==> src/rtl/mont_mul.sv <==
// mont_mul: radix-2 bit-serial Montgomery multiplier.
// Computes result = A_i * B_i * 2^-WIDTH mod Prime in WIDTH+3 cycles per
// operation (capture, WIDTH iterations, correction, output).
//
// Ports:
//   clk     - clock, rising edge active
//   reset   - asynchronous active-high reset
//   in_sig  - start strobe, sampled only while idle
//   A_i     - multiplicand (Montgomery domain)
//   B_i     - multiplier (Montgomery domain), reduced once by Prime on capture
//   Prime   - odd modulus, held stable for the whole operation
//   result  - registered product, valid while done is high, held until next op
//   busy    - high whenever an operation is in flight
//   done    - one-cycle completion pulse
module mont_mul #(
    parameter int unsigned WIDTH = 32
) (
    input  logic             clk,
    input  logic             reset,
    input  logic             in_sig,
    input  logic [WIDTH-1:0] A_i,
    input  logic [WIDTH-1:0] B_i,
    input  logic [WIDTH-1:0] Prime,
    output logic [WIDTH-1:0] result,
    output logic             busy,
    output logic             done
);

    localparam int unsigned CW = (WIDTH > 1) ? $clog2(WIDTH) : 1;
    localparam int unsigned SW = WIDTH + 1;  // accumulator, holds values < 2P
    localparam int unsigned TW = WIDTH + 2;  // iteration sum, holds values < 4P
    localparam logic [CW-1:0] LAST_ITER = CW'(WIDTH - 1);

    typedef enum logic [1:0] {
        IDLE,
        CALC,
        CORR,
        OUT
    } state_t;

    state_t           state;
    logic [CW-1:0]    cnt;
    logic [WIDTH-1:0] a_reg;
    logic [WIDTH-1:0] b_reg;
    logic [SW-1:0]    s_reg;

    logic [TW-1:0]    t_acc;
    logic [TW-1:0]    t_odd;
    logic [SW-1:0]    s_next;
    logic [SW-1:0]    p_ext;
    logic             s_ge_p;

    // One Montgomery step: add B if the current A bit is set, make the sum
    // even by adding P, then halve. No bits are dropped before the shift.
    always_comb begin
        t_acc  = TW'(s_reg) + (a_reg[cnt] ? TW'(b_reg) : '0);
        t_odd  = t_acc[0] ? (t_acc + TW'(Prime)) : t_acc;
        s_next = t_odd[TW-1:1];
        p_ext  = SW'(Prime);
        s_ge_p = (s_reg >= p_ext);
    end

    // Control FSM and datapath registers.
    always_ff @(posedge clk or posedge reset) begin
        if (reset) begin
            state  <= IDLE;
            cnt    <= '0;
            a_reg  <= '0;
            b_reg  <= '0;
            s_reg  <= '0;
            result <= '0;
            busy   <= 1'b0;
            done   <= 1'b0;
        end else begin
            case (state)
                IDLE: begin
                    done <= 1'b0;
                    if (in_sig) begin
                        a_reg <= A_i;
                        b_reg <= (B_i >= Prime) ? (B_i - Prime) : B_i;
                        s_reg <= '0;
                        cnt   <= '0;
                        busy  <= 1'b1;
                        state <= CALC;
                    end
                end
                CALC: begin
                    s_reg <= s_next;
                    cnt   <= cnt + CW'(1);
                    if (cnt == LAST_ITER) begin
                        state <= CORR;
                    end
                end
                CORR: begin
                    // Accumulator is < 2P, so one conditional subtract suffices.
                    result <= s_ge_p ? WIDTH'(s_reg - p_ext) : s_reg[WIDTH-1:0];
                    done   <= 1'b1;
                    state  <= OUT;
                end
                OUT: begin
                    done  <= 1'b0;
                    busy  <= 1'b0;
                    state <= IDLE;
                end
                default: begin
                    state <= IDLE;
                    busy  <= 1'b0;
                    done  <= 1'b0;
                end
            endcase
        end
    end

endmodule

==> config.mk <==
export PLATFORM = sky130hd
export DESIGN_NAME = mont_mul
export DESIGN_NICKNAME = d
export VERILOG_FILES = /design/src/rtl/mont_mul.sv
export SDC_FILE = /design/constraint.sdc
export NUM_CORES = 1
export LEC_CHECK = 0
export BUFFER_PORTS_ARGS = -buffer_cell sky130_fd_sc_hd__buf_2
export CORE_ASPECT_RATIO = 1.75
export CORE_MARGIN = 2
export CORE_UTILIZATION = 47
export CTS_CLUSTER_DIAMETER = 120
export DETAILED_ROUTE_END_ITERATION = 7
export GPL_TIMING_DRIVEN = 0
export PLACE_DENSITY = 0.66
export SLEW_MARGIN = 10
export SYNTH_ARGS = -nofsm -noshare
export SYNTH_HDL_FRONTEND = slang
export SYNTH_SLANG_ARGS = --single-unit
==> constraint.sdc <==
create_clock -name clk -period 7.9 [get_ports clk]
set_input_delay 1.975 -clock clk [delete_from_list [all_inputs] [get_ports clk]]
set_output_delay 1.975 -clock clk [all_outputs]
set_load 0.02 [all_outputs]
After elaboration in Yosys (flattened, before gate mapping)
Index checks and enable logic that the tools add are counted.
{ "totals": {"ff_bits": 138, "out_inout_bits": 34} }
{ "classes": {"muxes": 16, "eq_ne": 6, "order_cmp": 3, "n_reduce_logical": 9, "n_addsub": 5} }
{ "op_table": {"columns": ["op", "count"], "rows": [
  ["two-way mux 32 bit", 3],
  ["one-hot mux 33 bit (2 select lines)", 1],
  ["subtractor 32 bit", 2],
  ["adder 33 x 32 -> 34 bit", 1],
  ["adder 34 x 32 -> 34 bit", 1],
  ["two-way mux 34 bit", 1],
  ["greater-or-equal comparator 33 x 32 -> 1 bit", 1],
  ["two-way mux 33 bit", 1],
  ["greater-or-equal comparator 32 bit", 1],
  ["one-hot mux 5 bit (2 select lines)", 1],
  ["one-hot mux 2 bit (4 select lines)", 1],
  ["AND reduction 2 bit", 4],
  ["less-than comparator 5 x 6 -> 1 bit, second input constant", 1],
  ["nonzero test 2 bit", 3],
  ["adder 5 x 1 -> 5 bit, second input constant", 1],
  ["binary-select mux 1 bit (select 5 bit)", 1],
  ["== test 5 bit, second input constant", 1],
  ["two-way mux 5 bit", 1],
  ["== test 2 bit, second input constant", 2],
  ["two-way mux 2 bit", 2],
  ["inequality test 2 bit, second input constant", 2],
  ["one-hot mux 1 bit (2 select lines)", 2],
  ["== test 2 x 1 -> 1 bit, second input constant", 1],
  ["logical NOT 2 bit", 1],
  ["2 further kinds", 3]
]} }

Longest topological paths before layout
Gate-level depths: netlist of the first run.
{ "logic_depth": {"word_depth": 7, "ltp_mapped": 30, "ltp_nobuf": 27} }

Worst setup path after synthesis of the first run
No wires, ideal clock.
{ "synth_path": {"path_type": "reg-to-reg", "from": "reg cnt[0]", "to": "reg s_reg[32]", "required_time_ns": 7.778, "setup_slack_ns": 1.420, "stages_incl_launch_ff": 31, "n_path_buf": 3, "arrival_time_ns": 6.358, "path_cell_list": "dfrtp_1 > buf_1 > mux4_2 > mux4_2 > mux2i_1 > clkbuf_1 > nor2b_1 > ha_1 > inv_1 > fa_1 > nor2b_1 > o311ai_1 > a21boi_2 > o21a_1 > nor2_1 > nor2b_1 > o21ai_0 > nand2b_1 > xor2_1 > ha_1 > buf_2 > a21o_1 > o21bai_1 > a221oi_1 > a2bb2oi_1 > nand2_1 > o221ai_2 > o211ai_1 > a21oi_1 > o31ai_1 > a32o_1"} }
{ "synth_between": {"elab_chain_len": 7} }
{ "synth_lines": {"columns": ["item", "line", "source"], "rows": [
  ["start: declaration", "42", "logic [CW-1:0] cnt;"],
  ["start signal: assignment", "89", "cnt <= cnt + CW'(1);"],
  ["binary-select mux 1 bit (select 5 bit) (*)", "56", "t_acc = TW'(s_reg) + (a_reg[cnt] ? TW'(b_reg) : '0);"],
  ["two-way mux 1 bit (not written as such) (*)", "56", null],
  ["two-way mux 32 bit (*)", "56", null],
  ["adder 33 x 32 -> 34 bit (*)", "56", null],
  ["adder 34 x 32 -> 34 bit", "57", "t_odd = t_acc[0] ? (t_acc + TW'(Prime)) : t_acc;"],
  ["two-way mux 34 bit (*)", "57", null],
  ["one-hot mux 33 bit (2 select lines) (*)", "75", "case (state)"],
  ["end signal: assignment", "88", "s_reg <= s_next;"],
  ["end: declaration", "45", "logic [SW-1:0] s_reg;"]
]} }
Mark *: on every way between the ends. The rest lies on a longest branch, timed or not. The select of a mux whose other input is x is not followed.
A chain may end at the register's enable or synchronous reset.

Worst setup path after layout of the first run
Same ends and word-level chain as after synthesis.

==> results.txt, run 1 <==
Max VDD drop = 0.2409 mV
Leakage = 7.358 nW
Detail Route Antenna Nets = 0
Dpl hpwl = 35.48 mm
Critical path required time = 8.24 ns
Worst slack, placed = -0.3670 ns
CTS tree = yes
Relative slew slack = 48.07%
Nets = 1968
Setup bufs post-CTS = 0
Worst-Skew Late Latency = 0.46 ns
R2R Path Start = cnt[0]
Worst reg2reg path endpoint = s_reg[32]
F_max = 134.0 MHz
Vias after detailed routing = 12.29k
Max FO, Critical Path = 10
Most used cell along the critical path = nor2b_1
Routability Congestion = 0.9982
Cell Area, Synth = 12900 um^2
Synth unique cells = 84
Max reg flops = 33
R2r setup slk = 0.44 ns
H-tree lvl count = 4
Post-synthesis sequential area ratio = 26.77%
Slowest CP cell = mux4_2
Status = finished clean
Post-Route Utilization = 54.06%
Most frequent cells in the layout = nand2_1 (270), dfrtp_1 (138), buf_2 (134), ha_1 (134), a21oi_1 (107)
Post-synth top flop = dfrtp_1
Grt total ovfl = 0
WP data arrival = 7.81 ns
Clock Skew = 0.01213 ns
Vias per std cell = 5.818
Post-synthesis instance total = 1578
CTS root buffer = clkbuf_16
First-pass GRT wire length = 65.54 mm
Placed Instance Area = 14080 um^2
Tmin final = 7.464 ns
Async SR Flop Fraction = 100.0%
Crit. Startpoint = cnt[0]
# clock sinks = 138
Row Count = 80
YS warnings = 0
Area delta synth->final = 13.69%
Fraction of layout cells with a size suffix above 1 = 12.44%
Chip height = 223.2 um
Final hold violations = 0
CP endpoint = s_reg[32]
Startpoint Class = flop
Initial DRC count = 620
Synthesized area per cell = 8.174 um^2
Die width = 129.2 um
Io pins = 133
Crit. End Element = flop
Largest net degree at the start of global routing = 57
Number of global-route vias before repair = 12.18k
DRT Pass-1 Iters = 5
Total CTS buffers = 17
Initial antenna violation count = 0
Pwr dens = 409.0 nW/um^2
CP Class = flop to flop
Core box area = 27130 um^2
Hold Crit Class = flop to flop
Setup violations, final = 0
Worst-Margin Slew = 0.7789 ns
Avg WL per Cell = 20.25 um
Remaining DRCs = 0
Worst-case clock buffer depth = 2
Post-synth EDFFs = 0
Most common cell after layout, fill and taps aside = nand2_1
Initial Util = 47.55%
Routed wire length = 42.79 mm
Ant. Diodes = 0
CTS clk-pin slew, worst paths = 0.06 ns
Worst r2r path cells = 30
Power, Total = 5.997 mW
Max cap viols = 0
Sum Neg Setup Slack = 0 ns
Post-route setup slack = 0.4355 ns
Fill cells = 2614
Die Footprint = 28840 um^2
Flops & latches, synth = 138
RSZ-0062 raised after global routing = no
Design area = 14660 um^2
Final-report max-slew violation count = 0
Synthesized Nets = 1815
Max incr delay on CP = 0.55 ns
GRT Util Overall = 30.36%
# port buffers = 132
Fin crit share = 94.49%
==> per-layer routing <==
layer  vias up  GRT usage (%)  share of wire, %
met4         0          23.81               9.5
met1      5824          30.58                35
met3       152          4.269               3.6
li1       5953              -                 -
met2       364          54.65                52
met5         -              0                 0
==> synth_stat cells, types with 4 or more instances <==
| cell | number | area share (%) |
|---|---|---|
| and3_1 | 20 | 0.97 |
| nand2_1 | 270 | 7.9 |
| a22oi_1 | 6 | 0.35 |
| a22o_1 | 6 | 0.41 |
| ha_1 | 134 | 13 |
| mux4_2 | 10 | 1.7 |
| a221o_1 | 10 | 0.78 |
| o31a_1 | 6 | 0.41 |
| a31oi_1 | 39 | 1.9 |
| nor4_1 | 7 | 0.34 |
| mux2_2 | 5 | 0.44 |
| nor3_1 | 20 | 0.78 |
| a21oi_1 | 107 | 4.2 |
| a211oi_1 | 8 | 0.47 |
| and2_1 | 4 | 0.19 |
| inv_1 | 72 | 2.1 |
| a21o_1 | 74 | 4.3 |
| mux2i_1 | 48 | 3.7 |
| o31ai_1 | 8 | 0.47 |
| fa_1 | 4 | 0.62 |
| nor2_1 | 99 | 2.9 |
| o21ai_1 | 26 | 1.0 |
| nand4_1 | 15 | 0.73 |
| buf_1 | 6 | 0.17 |
| nand2b_1 | 8 | 0.39 |
| or3_1 | 5 | 0.24 |
| o21ai_0 | 85 | 3.3 |
| nor2b_1 | 51 | 2.5 |
| dfrtp_1 | 138 | 27 |
| o21a_1 | 13 | 0.76 |
| xor2_1 | 42 | 2.9 |
| xnor2_1 | 69 | 4.7 |
| o211ai_1 | 9 | 0.52 |
| nand3_1 | 29 | 1.1 |
| o21bai_1 | 15 | 0.87 |
| clkbuf_1 | 38 | 1.1 |
==> worst min path at each step <==
stage / slack [ns] / depth (start not counted) / end / from
global route: 0.50 / 2 / a_reg[27] / a_reg[27]
global placement: 0.45 / 2 / a_reg[6] / a_reg[6]
CTS: 0.47 / 2 / a_reg[14] / a_reg[14]
finish: 0.47 / 2 / a_reg[19] / a_reg[19]
detailed placement: 0.46 / 2 / a_reg[14] / a_reg[14]
floorplan: 0.44 / 2 / a_reg[10] / a_reg[10]
==> cells by family after synthesis <==
logic type,count (synthesis),share of synthesized area (%)
AO/OA/AOI/OAI,454,23.07
multiplexers,63,5.907
flip-flops,138,26.77
adder cells (fa/ha/maj),138,13.62
buffers and inverters,128,4.035
AND/OR/NAND/NOR,546,19.06
XOR/XNOR,111,7.537
==> repair_timing <==
| item | 4_1_cts | 5_1_grt |
|---|---|---|
| hold buffers | 0 | 0 |
| resized for setup | 2 | 7 |
| setup endpoints to repair | 6 | 6 |
==> metrics by stage <==
step	hold WS [ns]	instances
finish	0.4693	2113
CTS	0.4733	2113
global placement	0.4540	2079
global route	0.4951	2113
detailed placement	0.4574	2081
floorplan	0.4403	1578
==> critical path: cells and delay by family, from the launching register on <==
family | cells | cell delay (ns)
fa+ha+maj | 3 | 0.75
mux | 3 | 1.38
compound gates | 13 | 3.05
buf+inv | 4 | 0.82
xor+xnor | 1 | 0.23
flops | 1 | 0.41
simple gates | 6 | 0.69
==> layout make-up <==
type	count	area (um^2)	area share, %
Clock buffer	17	425.4	2.901
Tap cell	369	461.7	3.148
Multi-Input combinational cell	1312	8945	61.00
Sequential cell	138	3453	23.55
Inverter	73	279.0	1.903
Timing Repair Buffer	134	715.7	4.881
Clock inverter	15	131.4	0.8959
Buffer	55	252.7	1.724
==> power by group <==
part           switching (mW)  internal (mW)  leakage (nW)  total [mW]
clock network           0.362          0.412         0.262       0.773
registers               0.249           1.01          1.74        1.26
logic                    2.39           1.57          5.36        3.96
Power figures use the tool's default switching activity.
==> run 2, diff against run 1 <==
CORE_UTILIZATION = 61   (was 47)
PLACE_DENSITY = 0.82   (was 0.66)
==> results.txt, run 2 (same netlist as run 1, synthesis figures left out) <==
Status = finished clean
Area of the multi-input gates = 8929 um^2
Final hold violations = 0
Worst-case clock buffer depth = 2
Worst slack, placed = -0.1349 ns
Worst-Skew Late Latency = 0.45 ns
Worst-Margin Slew = 0.7773 ns
Avg WL per Cell = 21.18 um
Critical path required time = 8.23 ns
Placed Instance Area = 13910 um^2
CP delay by family, top = compound AO/OA/AOI/OAI gates
Max VDD drop = 0.2520 mV
Sequential Area = 3453 um^2
Hold_sp = a_reg[26]
Tmin final = 7.455 ns
Post-Route Utilization = 69.70%
CTS root buffer = clkbuf_16
WHS Endpoint = a_reg[26]
Max incr delay on CP = 0.53 ns
Max FO, Critical Path = 10
Fill cells = 1752
Setup bufs post-CTS = 0
Initial antenna violation count = 0
Crit path buf inv count = 4
Slowest CP cell = clkbuf_1
CTS clk-pin slew, worst paths = 0.06 ns
R2r setup slk = 0.44 ns
Die width = 113.9 um
Row Count = 70
F_max = 134.1 MHz
Die Footprint = 22370 um^2
CP Class = flop to flop
DRT Pass-1 Iters = 6
Most used cell along the critical path = nor2b_1
Relative slew slack = 48.18%
Setup violations, final = 0
RSZ-0062 raised after global routing = no
Hold Crit Class = flop to flop
Clock Skew = 0.007093 ns
Power, Total = 6.097 mW
Startpoint Class = flop
Fin crit share = 94.37%
Area delta synth->final = 12.64%
Largest net degree at the start of global routing = 80
H-tree lvl count = 4
Fraction of layout cells with a size suffix above 1 = 12.17%
Most frequent cells in the layout = nand2_1 (270), dfrtp_1 (138), buf_2 (134), ha_1 (134), a21oi_1 (107)
Core box area = 20850 um^2
Dpl hpwl = 34.71 mm
Chip height = 196.4 um
Leakage = 7.366 nW
Max reg flops = 33
Grt total ovfl = 0
Nets = 1967
Post-route setup slack = 0.4446 ns
Detail Route Antenna Nets = 0
Crit. End Element = flop
Vias per std cell = 6.300
R2R Path Start = cnt[1]
Max cap viols = 0
WP data arrival = 7.79 ns
Routability Congestion = 0.9852
Pwr dens = 419.7 nW/um^2
CTS tree = yes
Worst hold stages = 2
Remaining DRCs = 0
Ant. Diodes = 0
First-pass GRT wire length = 65.02 mm
Most common cell after layout, fill and taps aside = nand2_1
Initial Util = 61.88%
Initial DRC count = 766
Total CTS buffers = 17
Worst r2r path cells = 30
# clock sinks = 138
GRT Util Overall = 38.67%
Design area = 14530 um^2
Vias after detailed routing = 12.56k
Routed wire length = 42.24 mm
Io pins = 133
Final-report max-slew violation count = 0
Number of global-route vias before repair = 12.66k
# port buffers = 132
Worst reg2reg path endpoint = s_reg[32]
run 2: cell types whose count changed in the layout (fill, tap and decap cells not counted):
| cell | before | now |
|---|---|---|
| buf_16 | 2 | 1 |
| bufinv_16 | 0 | 3 |
| clkbuf_1 | 36 | 38 |
| clkbuf_2 | 5 | 4 |
| clkbuf_8 | 0 | 3 |
| clkinv_2 | 0 | 1 |
| inv_6 | 8 | 1 |
| inv_8 | 2 | 0 |
| mux2i_2 | 0 | 1 |
| mux2i_4 | 1 | 0 |
| xor2_1 | 41 | 42 |
| xor2_2 | 1 | 0 |
run 2: final cells by class:
type	count	share of cell area, %
buffer	55	1.731
clock buffer	21	3.238
clock inverter	10	0.9817
inverter	73	1.920
multi-input combinational	1312	61.45
sequential	138	23.77
tap	252	2.170
timing repair buffer	133	4.736
run 2: what timing repair did:
| action | CTS | global route |
|---|---|---|
| hold buffers | 0 | 0 |
| resized for setup | 2 | 6 |
| hold endpoints to repair | 0 | 0 |
| pin swaps | 0 | 0 |
| endpoints found under the setup margin | 3 | 8 |
run 2: routing by layer:
layer	wire, um	track usage, %
met5	0	0
met1	14110	37.17
met2	20720	67.13
met4	5600	40.33
met3	1805	5.351
run 2: how the worst max path moves through the flow:
stage | start | to | cells after the start
floorplan | cnt[0] | s_reg[32] | 30
global placement | cnt[0] | s_reg[32] | 30
detailed placement | cnt[0] | s_reg[32] | 30
CTS | cnt[0] | s_reg[32] | 30
global route | cnt[1] | s_reg[32] | 30
finish | cnt[1] | s_reg[32] | 30
run 2: worst register-to-register path, delay by kind of cell, from the launching register on:
kind | cells | cell delay, ns
DFF | 1 | 0.36
buffers and inverters | 4 | 1.08
AOI/OAI and AO/OA | 13 | 2.98
xor gates and xnor gates | 1 | 0.28
adders and majority gates | 3 | 0.71
muxes | 3 | 1.33
and+or+nand+nor | 6 | 0.59
run 2: through the flow:
step,hold slack (ns),TNS (ns),cells
6_report,0.4700,0,1994
5_1_grt,0.4927,0,1994
4_1_cts,0.4728,0,1994
3_5_place_dp,0.4583,-0.2224,1963
3_3_place_gp,0.4525,-0.1765,1962
2_1_floorplan,0.4403,0,1578
run 2: power by group:
part           leakage (nW)  internal, mW  switching [mW]
Clock                 0.287         0.520           0.330
Sequential             1.74          1.01           0.251
Combinational          5.34          1.57            2.41
Total                  7.37          3.10            2.99
